## src/rtl/load_align_unit_if.sv

```systemverilog
// Load request, data-memory read port and load-result channels of the load align unit.
interface load_align_unit_if #(
    parameter int unsigned XLEN   = 32,
    parameter int unsigned ADDR_W = 32
);
    logic              req_valid;
    logic              req_ready;
    logic [ADDR_W-1:0] req_addr;
    logic [2:0]        req_funct3;
    logic [4:0]        req_rd;

    logic              mem_req_valid;
    logic              mem_req_ready;
    logic [ADDR_W-1:0] mem_req_addr;
    logic              mem_rsp_valid;
    logic [XLEN-1:0]   mem_rsp_data;

    logic              rsp_valid;
    logic              rsp_ready;
    logic [XLEN-1:0]   rsp_data;
    logic [4:0]        rsp_rd;
    logic              rsp_fault;

    // Requester / memory / consumer side.
    modport master (
        output req_valid, req_addr, req_funct3, req_rd,
        output mem_req_ready, mem_rsp_valid, mem_rsp_data,
        output rsp_ready,
        input  req_ready, mem_req_valid, mem_req_addr,
        input  rsp_valid, rsp_data, rsp_rd, rsp_fault
    );

    // Load align unit side.
    modport slave (
        input  req_valid, req_addr, req_funct3, req_rd,
        input  mem_req_ready, mem_rsp_valid, mem_rsp_data,
        input  rsp_ready,
        output req_ready, mem_req_valid, mem_req_addr,
        output rsp_valid, rsp_data, rsp_rd, rsp_fault
    );
endinterface

```

## src/rtl/load_align_unit.sv

```systemverilog
// Load path: issues one or two aligned reads per load, then aligns and extends the result.
module load_align_unit #(
    parameter int unsigned XLEN        = 32,
    parameter int unsigned ADDR_W      = 32,
    parameter bit          MISALIGN_EN = 1'b1
) (
    input  logic             clk,
    input  logic             rst_n,
    load_align_unit_if.slave bus,
    output logic             busy
);
    localparam int unsigned BYTES = XLEN / 8;
    localparam int unsigned OFF_W = $clog2(BYTES);
    localparam int unsigned SH_W  = $clog2(XLEN);

    typedef enum logic [2:0] {IDLE, REQ0, WAIT0, REQ1, WAIT1, RESP} state_t;

    state_t            state_q, state_d;
    logic [OFF_W-1:0]  off_q, off_d;
    logic [2:0]        funct3_q, funct3_d;
    logic [4:0]        rd_q, rd_d;
    logic [XLEN-1:0]   lo_q, lo_d;
    logic [ADDR_W-1:0] mem_addr_q, mem_addr_d;
    logic [XLEN-1:0]   rsp_data_q, rsp_data_d;
    logic              rsp_fault_q, rsp_fault_d;
    logic              ready_q, mem_valid_q, rsp_valid_q, busy_q;

    // Request legality: unknown funct3, or natural misalignment when unsupported.
    logic       legal_c, misaligned_c, req_fault_c;
    logic [2:0] size_mask_c;
    always_comb begin
        legal_c = 1'b0;
        case (bus.req_funct3)
            3'b000, 3'b001, 3'b010, 3'b100, 3'b101: legal_c = 1'b1;
            3'b011, 3'b110:                         legal_c = (XLEN == 64);
            default:                                legal_c = 1'b0;
        endcase
        size_mask_c  = 3'((4'd1 << bus.req_funct3[1:0]) - 4'd1);
        misaligned_c = |(bus.req_addr[2:0] & size_mask_c);
        req_fault_c  = !legal_c || (!MISALIGN_EN && misaligned_c);
    end

    // Beat combining, byte alignment and sign/zero extension.
    logic [4:0]        span_c;
    logic              cross_c;
    logic [2*XLEN-1:0] beats_c;
    logic [XLEN-1:0]   raw_c, result_c;
    logic [6:0]        size_bits_c;
    logic [SH_W-1:0]   ext_sh_c;
    always_comb begin
        span_c      = 5'(off_q) + (5'd1 << funct3_q[1:0]);
        cross_c     = span_c > 5'(BYTES);
        beats_c     = (state_q == WAIT1) ? {bus.mem_rsp_data, lo_q}
                                         : {{XLEN{1'b0}}, bus.mem_rsp_data};
        raw_c       = XLEN'(beats_c >> {off_q, 3'b000});
        size_bits_c = 7'd8 << funct3_q[1:0];
        ext_sh_c    = '0;
        if (size_bits_c < 7'(XLEN)) begin
            ext_sh_c = SH_W'(7'(XLEN) - size_bits_c);
        end
        if (funct3_q[2]) begin
            result_c = (raw_c << ext_sh_c) >> ext_sh_c;
        end else begin
            result_c = XLEN'($signed(raw_c << ext_sh_c) >>> ext_sh_c);
        end
    end

    // Next-state and datapath update.
    always_comb begin
        state_d     = state_q;
        off_d       = off_q;
        funct3_d    = funct3_q;
        rd_d        = rd_q;
        lo_d        = lo_q;
        mem_addr_d  = mem_addr_q;
        rsp_data_d  = rsp_data_q;
        rsp_fault_d = rsp_fault_q;
        case (state_q)
            IDLE: begin
                if (bus.req_valid) begin
                    off_d      = bus.req_addr[OFF_W-1:0];
                    funct3_d   = bus.req_funct3;
                    rd_d       = bus.req_rd;
                    mem_addr_d = {bus.req_addr[ADDR_W-1:OFF_W], OFF_W'(0)};
                    if (req_fault_c) begin
                        state_d     = RESP;
                        rsp_fault_d = 1'b1;
                        rsp_data_d  = '0;
                    end else begin
                        state_d     = REQ0;
                        rsp_fault_d = 1'b0;
                    end
                end
            end
            REQ0: begin
                if (bus.mem_req_ready) state_d = WAIT0;
            end
            WAIT0: begin
                if (bus.mem_rsp_valid) begin
                    lo_d = bus.mem_rsp_data;
                    if (cross_c) begin
                        state_d    = REQ1;
                        mem_addr_d = mem_addr_q + ADDR_W'(BYTES);
                    end else begin
                        state_d    = RESP;
                        rsp_data_d = result_c;
                    end
                end
            end
            REQ1: begin
                if (bus.mem_req_ready) state_d = WAIT1;
            end
            WAIT1: begin
                if (bus.mem_rsp_valid) begin
                    state_d    = RESP;
                    rsp_data_d = result_c;
                end
            end
            RESP: begin
                if (bus.rsp_ready) state_d = IDLE;
            end
            default: state_d = IDLE;
        endcase
    end

    // Registers; handshake outputs are decoded from the next state.
    always_ff @(posedge clk) begin
        if (!rst_n) begin
            state_q     <= IDLE;
            off_q       <= '0;
            funct3_q    <= '0;
            rd_q        <= '0;
            lo_q        <= '0;
            mem_addr_q  <= '0;
            rsp_data_q  <= '0;
            rsp_fault_q <= 1'b0;
            ready_q     <= 1'b1;
            mem_valid_q <= 1'b0;
            rsp_valid_q <= 1'b0;
            busy_q      <= 1'b0;
        end else begin
            state_q     <= state_d;
            off_q       <= off_d;
            funct3_q    <= funct3_d;
            rd_q        <= rd_d;
            lo_q        <= lo_d;
            mem_addr_q  <= mem_addr_d;
            rsp_data_q  <= rsp_data_d;
            rsp_fault_q <= rsp_fault_d;
            ready_q     <= (state_d == IDLE);
            mem_valid_q <= (state_d == REQ0) || (state_d == REQ1);
            rsp_valid_q <= (state_d == RESP);
            busy_q      <= (state_d != IDLE);
        end
    end

    // Ready is additionally held low for as long as reset is asserted.
    assign bus.req_ready     = ready_q & rst_n;
    assign bus.mem_req_valid = mem_valid_q;
    assign bus.mem_req_addr  = mem_addr_q;
    assign bus.rsp_valid     = rsp_valid_q;
    assign bus.rsp_data      = rsp_data_q;
    assign bus.rsp_rd        = rd_q;
    assign bus.rsp_fault     = rsp_fault_q;
    assign busy              = busy_q;
endmodule

```

## src/flat_wrapper.sv

```systemverilog
// flat-port wrapper written by rule: the top's interface ports become plain ports
module load_align_unit_flat 
#(
    parameter int unsigned XLEN        = 32,
    parameter int unsigned ADDR_W      = 32,
    parameter bit          MISALIGN_EN = 1'b1
)
  (clk, rst_n, busy, bus_req_valid, bus_req_addr, bus_req_funct3, bus_req_rd, bus_mem_req_ready, bus_mem_rsp_valid, bus_mem_rsp_data, bus_rsp_ready, bus_req_ready, bus_mem_req_valid, bus_mem_req_addr, bus_rsp_valid, bus_rsp_data, bus_rsp_rd, bus_rsp_fault);
  load_align_unit_if #(.XLEN(XLEN), .ADDR_W(ADDR_W)) bus_i ();
  input  logic clk;
  input  logic rst_n;
  output logic busy;
  input wire logic [$bits(bus_i.req_valid)-1:0] bus_req_valid;
  input wire logic [$bits(bus_i.req_addr)-1:0] bus_req_addr;
  input wire logic [$bits(bus_i.req_funct3)-1:0] bus_req_funct3;
  input wire logic [$bits(bus_i.req_rd)-1:0] bus_req_rd;
  input wire logic [$bits(bus_i.mem_req_ready)-1:0] bus_mem_req_ready;
  input wire logic [$bits(bus_i.mem_rsp_valid)-1:0] bus_mem_rsp_valid;
  input wire logic [$bits(bus_i.mem_rsp_data)-1:0] bus_mem_rsp_data;
  input wire logic [$bits(bus_i.rsp_ready)-1:0] bus_rsp_ready;
  output wire logic [$bits(bus_i.req_ready)-1:0] bus_req_ready;
  output wire logic [$bits(bus_i.mem_req_valid)-1:0] bus_mem_req_valid;
  output wire logic [$bits(bus_i.mem_req_addr)-1:0] bus_mem_req_addr;
  output wire logic [$bits(bus_i.rsp_valid)-1:0] bus_rsp_valid;
  output wire logic [$bits(bus_i.rsp_data)-1:0] bus_rsp_data;
  output wire logic [$bits(bus_i.rsp_rd)-1:0] bus_rsp_rd;
  output wire logic [$bits(bus_i.rsp_fault)-1:0] bus_rsp_fault;
  assign bus_i.req_valid = bus_req_valid;
  assign bus_i.req_addr = bus_req_addr;
  assign bus_i.req_funct3 = bus_req_funct3;
  assign bus_i.req_rd = bus_req_rd;
  assign bus_i.mem_req_ready = bus_mem_req_ready;
  assign bus_i.mem_rsp_valid = bus_mem_rsp_valid;
  assign bus_i.mem_rsp_data = bus_mem_rsp_data;
  assign bus_i.rsp_ready = bus_rsp_ready;
  assign bus_req_ready = bus_i.req_ready;
  assign bus_mem_req_valid = bus_i.mem_req_valid;
  assign bus_mem_req_addr = bus_i.mem_req_addr;
  assign bus_rsp_valid = bus_i.rsp_valid;
  assign bus_rsp_data = bus_i.rsp_data;
  assign bus_rsp_rd = bus_i.rsp_rd;
  assign bus_rsp_fault = bus_i.rsp_fault;
  load_align_unit #(.XLEN(XLEN), .ADDR_W(ADDR_W), .MISALIGN_EN(MISALIGN_EN)) u_core (.clk(clk), .rst_n(rst_n), .bus(bus_i), .busy(busy));
endmodule
```

## config.mk

```make
export PLATFORM = sky130hd
export DESIGN_NAME = load_align_unit_flat
export DESIGN_NICKNAME = d
export VERILOG_FILES = /design/src/rtl/load_align_unit_if.sv /design/src/rtl/load_align_unit.sv /design/src/flat_wrapper.sv
export SDC_FILE = /design/constraint.sdc
export NUM_CORES = 1
export LEC_CHECK = 0
export CAP_MARGIN = 5
export CORE_MARGIN = 2
export CORE_UTILIZATION = 45
export DETAILED_ROUTE_END_ITERATION = 8
export PLACE_DENSITY_LB_ADDON = 0.15
export SYNTH_ARGS = -nofsm -noshare
export SYNTH_HDL_FRONTEND = slang
export SYNTH_SLANG_ARGS = --single-unit
```

## constraint.sdc

```tcl
create_clock -name clk -period 4.1 [get_ports clk]
set_input_delay 0.615 -clock clk [delete_from_list [all_inputs] [get_ports clk]]
set_output_delay 0.615 -clock clk [all_outputs]
set_load 0.05 [all_outputs]
```

==> impl_metrics.toml <==
[outcome]
status = "finished clean"

[detailed_routing]
viasPerCell = 5.91
drtIter0Drc = 502
drtPass1Iterations = 7
post-route-drc-count = 0
wirelength_um = 19400
wl_per_cell_um = 18.1
via_count = 6357
ant_nets = 0

[cts]
cts_resized = 0
cts_made_buffers = 9
post_cts_buffers = 0
clock_sinks = 112
root_buffer = "clkbuf_16"
clkLatencyLatePin_ns = 0.36
h-tree-depth = 3
clkTransAtPathRegs_ns = 0.08
cts_max_path_buffers = 2
ctsHoldBuffers = 0
cts_tree = "done"

[cells_and_area]
final-instance-count-excl-fill = 1075
ff_latch_area_sq_mm = 0.00224
area_growth_pct = 28.2
nNetsFinal = 972
drive_gt1_share_pct = 10.5
final_cell_area_sq_mm = 0.00823
n_fill_cell = 1240
insertedDiodeCount = 0
multi_input_area_sq_mm = 0.00380

[place]
hpwl_um = 13600
io_buffer_count = 149
placed_area_sq_mm = 0.00793
gp_congestion = 0.850
pre_cts_ws_ns = 0.816
placed_cells_incl_taps = 1059

[floorplan]
die_w_um = 123
io_pins = 152
die_area_sq_mm = 0.0152
fp-row-count = 43
coreArea_sq_mm = 0.0139
initial_core_util_pct = 46.1
die_y_um = 123

[logic_synthesis]
synth_top_area_share_pct = 34.9
synth_area_leaders = "dfxtp_1 35%, nand2_1 8.0%, a21oi_1 8.0%"
synth-edff-count = 0
synth.most_common_cell = "nand2_1"
ys_types = 75
netlist_area_sq_mm = 0.00642
ys_warn_count = 0
ys_seq_area_share_pct = 34.9
postSynthAreaPerCell_sq_um = 8.20
synth_async_sr_flop_share_pct = 0
syn_inst = 783
ys_top_cells_by_count = "137 x nand2_1, 112 x dfxtp_1, 102 x a21oi_1"
synth-seq-cells = 112
synthFlopType = "dfxtp_1"
yosysTopAreaCell = "dfxtp_1"

[timing]
fin_ws_ns = 0.754
tightest_slew_ns = 1.10
setup_tns_ns = 0
skew_ns = 0.00698
relSlewSlack_pct = 26.9
timing.fmax_mhz = 299
rsz0062_at_grt = "no"
finalHoldViolCount = 0
slew_violations = 0
fin_crit_ns = 3.35
setup_viol_count_final = 0
fin_crit_sh_pct = 81.6

[pwr]
ir_drop_mv = 0.247
p_per_area_mw_per_mm2 = 391
power.leakage_nw = 3.01

[worst_setup_path]
critPathArrivalTime_ns = 3.64
ff2ff_path_depth = 10
cp.depth = 10
crit_top_cell = "nor2_1"
slowest_delay_ns = 0.84
worstPathRequired_ns = 4.39
cpMaxStageDelayCell = "nor2_2"
setup.worst_path.end_class = "flip-flop"
crit_fanout = 24
crit_buf_inv = 1
critPathTopFamily = "simple AND/OR/NAND/NOR gates"
critPathKind = "flip-flop to flip-flop"
start_kind = "flip-flop"
path_cells = "nor2_1, ha_1, fa_1, o22a_1, a22oi_2, nor2_1, nor3_2, nor2_2, buf_4, o2bb2ai_1"

[global_routing]
grt_max_degree = 68
grt_pass1_wl_um = 30700
grt_pass1_vias = 6155
grt_overflow = 0
antenna_found_initial = 1
grt_usage_pct = 25.7

[worst_hold_path]
hold_path.class = "flip-flop to flip-flop"
hold_depth = 2

[flow_run]
cap_violations = 0
-- final cells by class --
cell class,count,share of cell area (%)
Inverter,9,0.410
Tap cell,180,2.74
Clock buffer,9,2.74
Clock inverter,7,0.927
Multi-Input combinational cell,593,46.2
Timing Repair Buffer,165,19.7
Sequential cell,112,27.3
-- cell usage in the layout, fill, tap and decap left out, types with 4 or more instances in the layout --
| cell | synthesis | final |
|---|---|---|
| clkdlybuf4s50_1 | 0 | 149 |
| nand2_1 | 137 | 137 |
| dfxtp_1 | 112 | 111 |
| a21oi_1 | 102 | 102 |
| nor2_1 | 58 | 55 |
| mux2i_1 | 44 | 44 |
| o21ai_0 | 22 | 22 |
| a211oi_1 | 17 | 17 |
| o221a_2 | 16 | 16 |
| buf_4 | 4 | 15 |
| nand3_1 | 14 | 14 |
| a31oi_1 | 13 | 13 |
| mux2_2 | 12 | 12 |
| nand2b_1 | 11 | 11 |
| nor3_1 | 12 | 11 |
| o2bb2ai_2 | 10 | 10 |
| and3_1 | 9 | 9 |
| o2bb2ai_1 | 9 | 9 |
| clkbuf_16 | 0 | 9 |
| inv_1 | 8 | 8 |
| and2_1 | 7 | 7 |
| a221o_1 | 7 | 7 |
| a211o_1 | 6 | 6 |
| nand4_1 | 6 | 6 |
| a41oi_1 | 5 | 5 |
| or3_1 | 4 | 4 |
| o32ai_1 | 4 | 4 |
| a31oi_2 | 4 | 4 |
| o21ai_1 | 4 | 4 |
-- worst min-delay path: cells and delay by family (launching register included) --
kind	cells	cell delay, ns
AOI/OAI and AO/OA	1	0.05
DFF	1	0.31
and+or+nand+nor	1	0.05
-- worst paths after layout --
path	start	to	slack [ns]
worst max-delay path	u_core.funct3_q[0]$_SDFFE_PN0P_	u_core.bus.rsp_data[6]$_SDFFE_PN0P_	0.75
worst min-delay path	u_core.lo_q[5]$_SDFFE_PN0P_	u_core.lo_q[5]$_SDFFE_PN0P_	0.46
worst max register to register	u_core.funct3_q[0]$_SDFFE_PN0P_	u_core.bus.rsp_data[6]$_SDFFE_PN0P_	0.75
worst min register to register	u_core.lo_q[5]$_SDFFE_PN0P_	u_core.lo_q[5]$_SDFFE_PN0P_	0.46
-- per-layer routing --
| layer | track usage, % | vias up | part of all wire (%) |
|---|---|---|---|
| li1 | - | 3060 | - |
| met1 | 32.6 | 3027 | 43 |
| met2 | 42.7 | 228 | 48 |
| met3 | 5.40 | 40 | 6.3 |
| met4 | 9.94 | 2 | 2.4 |
| met5 | 0 | - | 0.051 |
-- sequential cells by signal, summed over array words and instances (netlist names) --
signal / count
u_core.funct3_q: 3
u_core.busy: 1
u_core.state_q: 3
u_core.bus.mem_req_addr: 30
u_core.bus.rsp_data: 32
u_core.bus.rsp_rd: 5
u_core.bus.mem_req_valid: 1
u_core.lo_q: 32
u_core.off_q: 2
u_core.bus.rsp_valid: 1
u_core.bus.rsp_fault: 1
u_core.ready_q: 1
-- where the power goes --
part           total (W)  internal (W)  switching (W)
Sequential       0.00126       0.00117      0.0000931
Clock           0.000916      0.000480       0.000436
Combinational    0.00103      0.000398       0.000637
-- cell families after synthesis --
| family | Yosys count | share of synthesized area [%] |
|---|---|---|
| XOR/XNOR | 1 | 0.136 |
| adder cells (fa/ha/maj) | 4 | 0.896 |
| AO/OA/AOI/OAI | 250 | 28.0 |
| buffers and inverters | 79 | 6.27 |
| other | 1 | 0.0584 |
| multiplexers | 60 | 10.1 |
| AND/OR/NAND/NOR | 276 | 19.7 |
| flip-flops | 112 | 34.9 |
-- metrics by stage --
stage | hold WS, ns | utilization [%] | total power [W]
after global placement | 0.442 | 56.9 | 0.00230
after detailed placement | 0.448 | 56.9 | 0.00231
after floorplan | 0.434 | - | 0.00197
final | 0.456 | 59.1 | 0.00322
after global routing | 0.474 | 59.1 | 0.00335
after CTS | 0.458 | 59.1 | 0.00323
(Power assumes the default switching activity.)
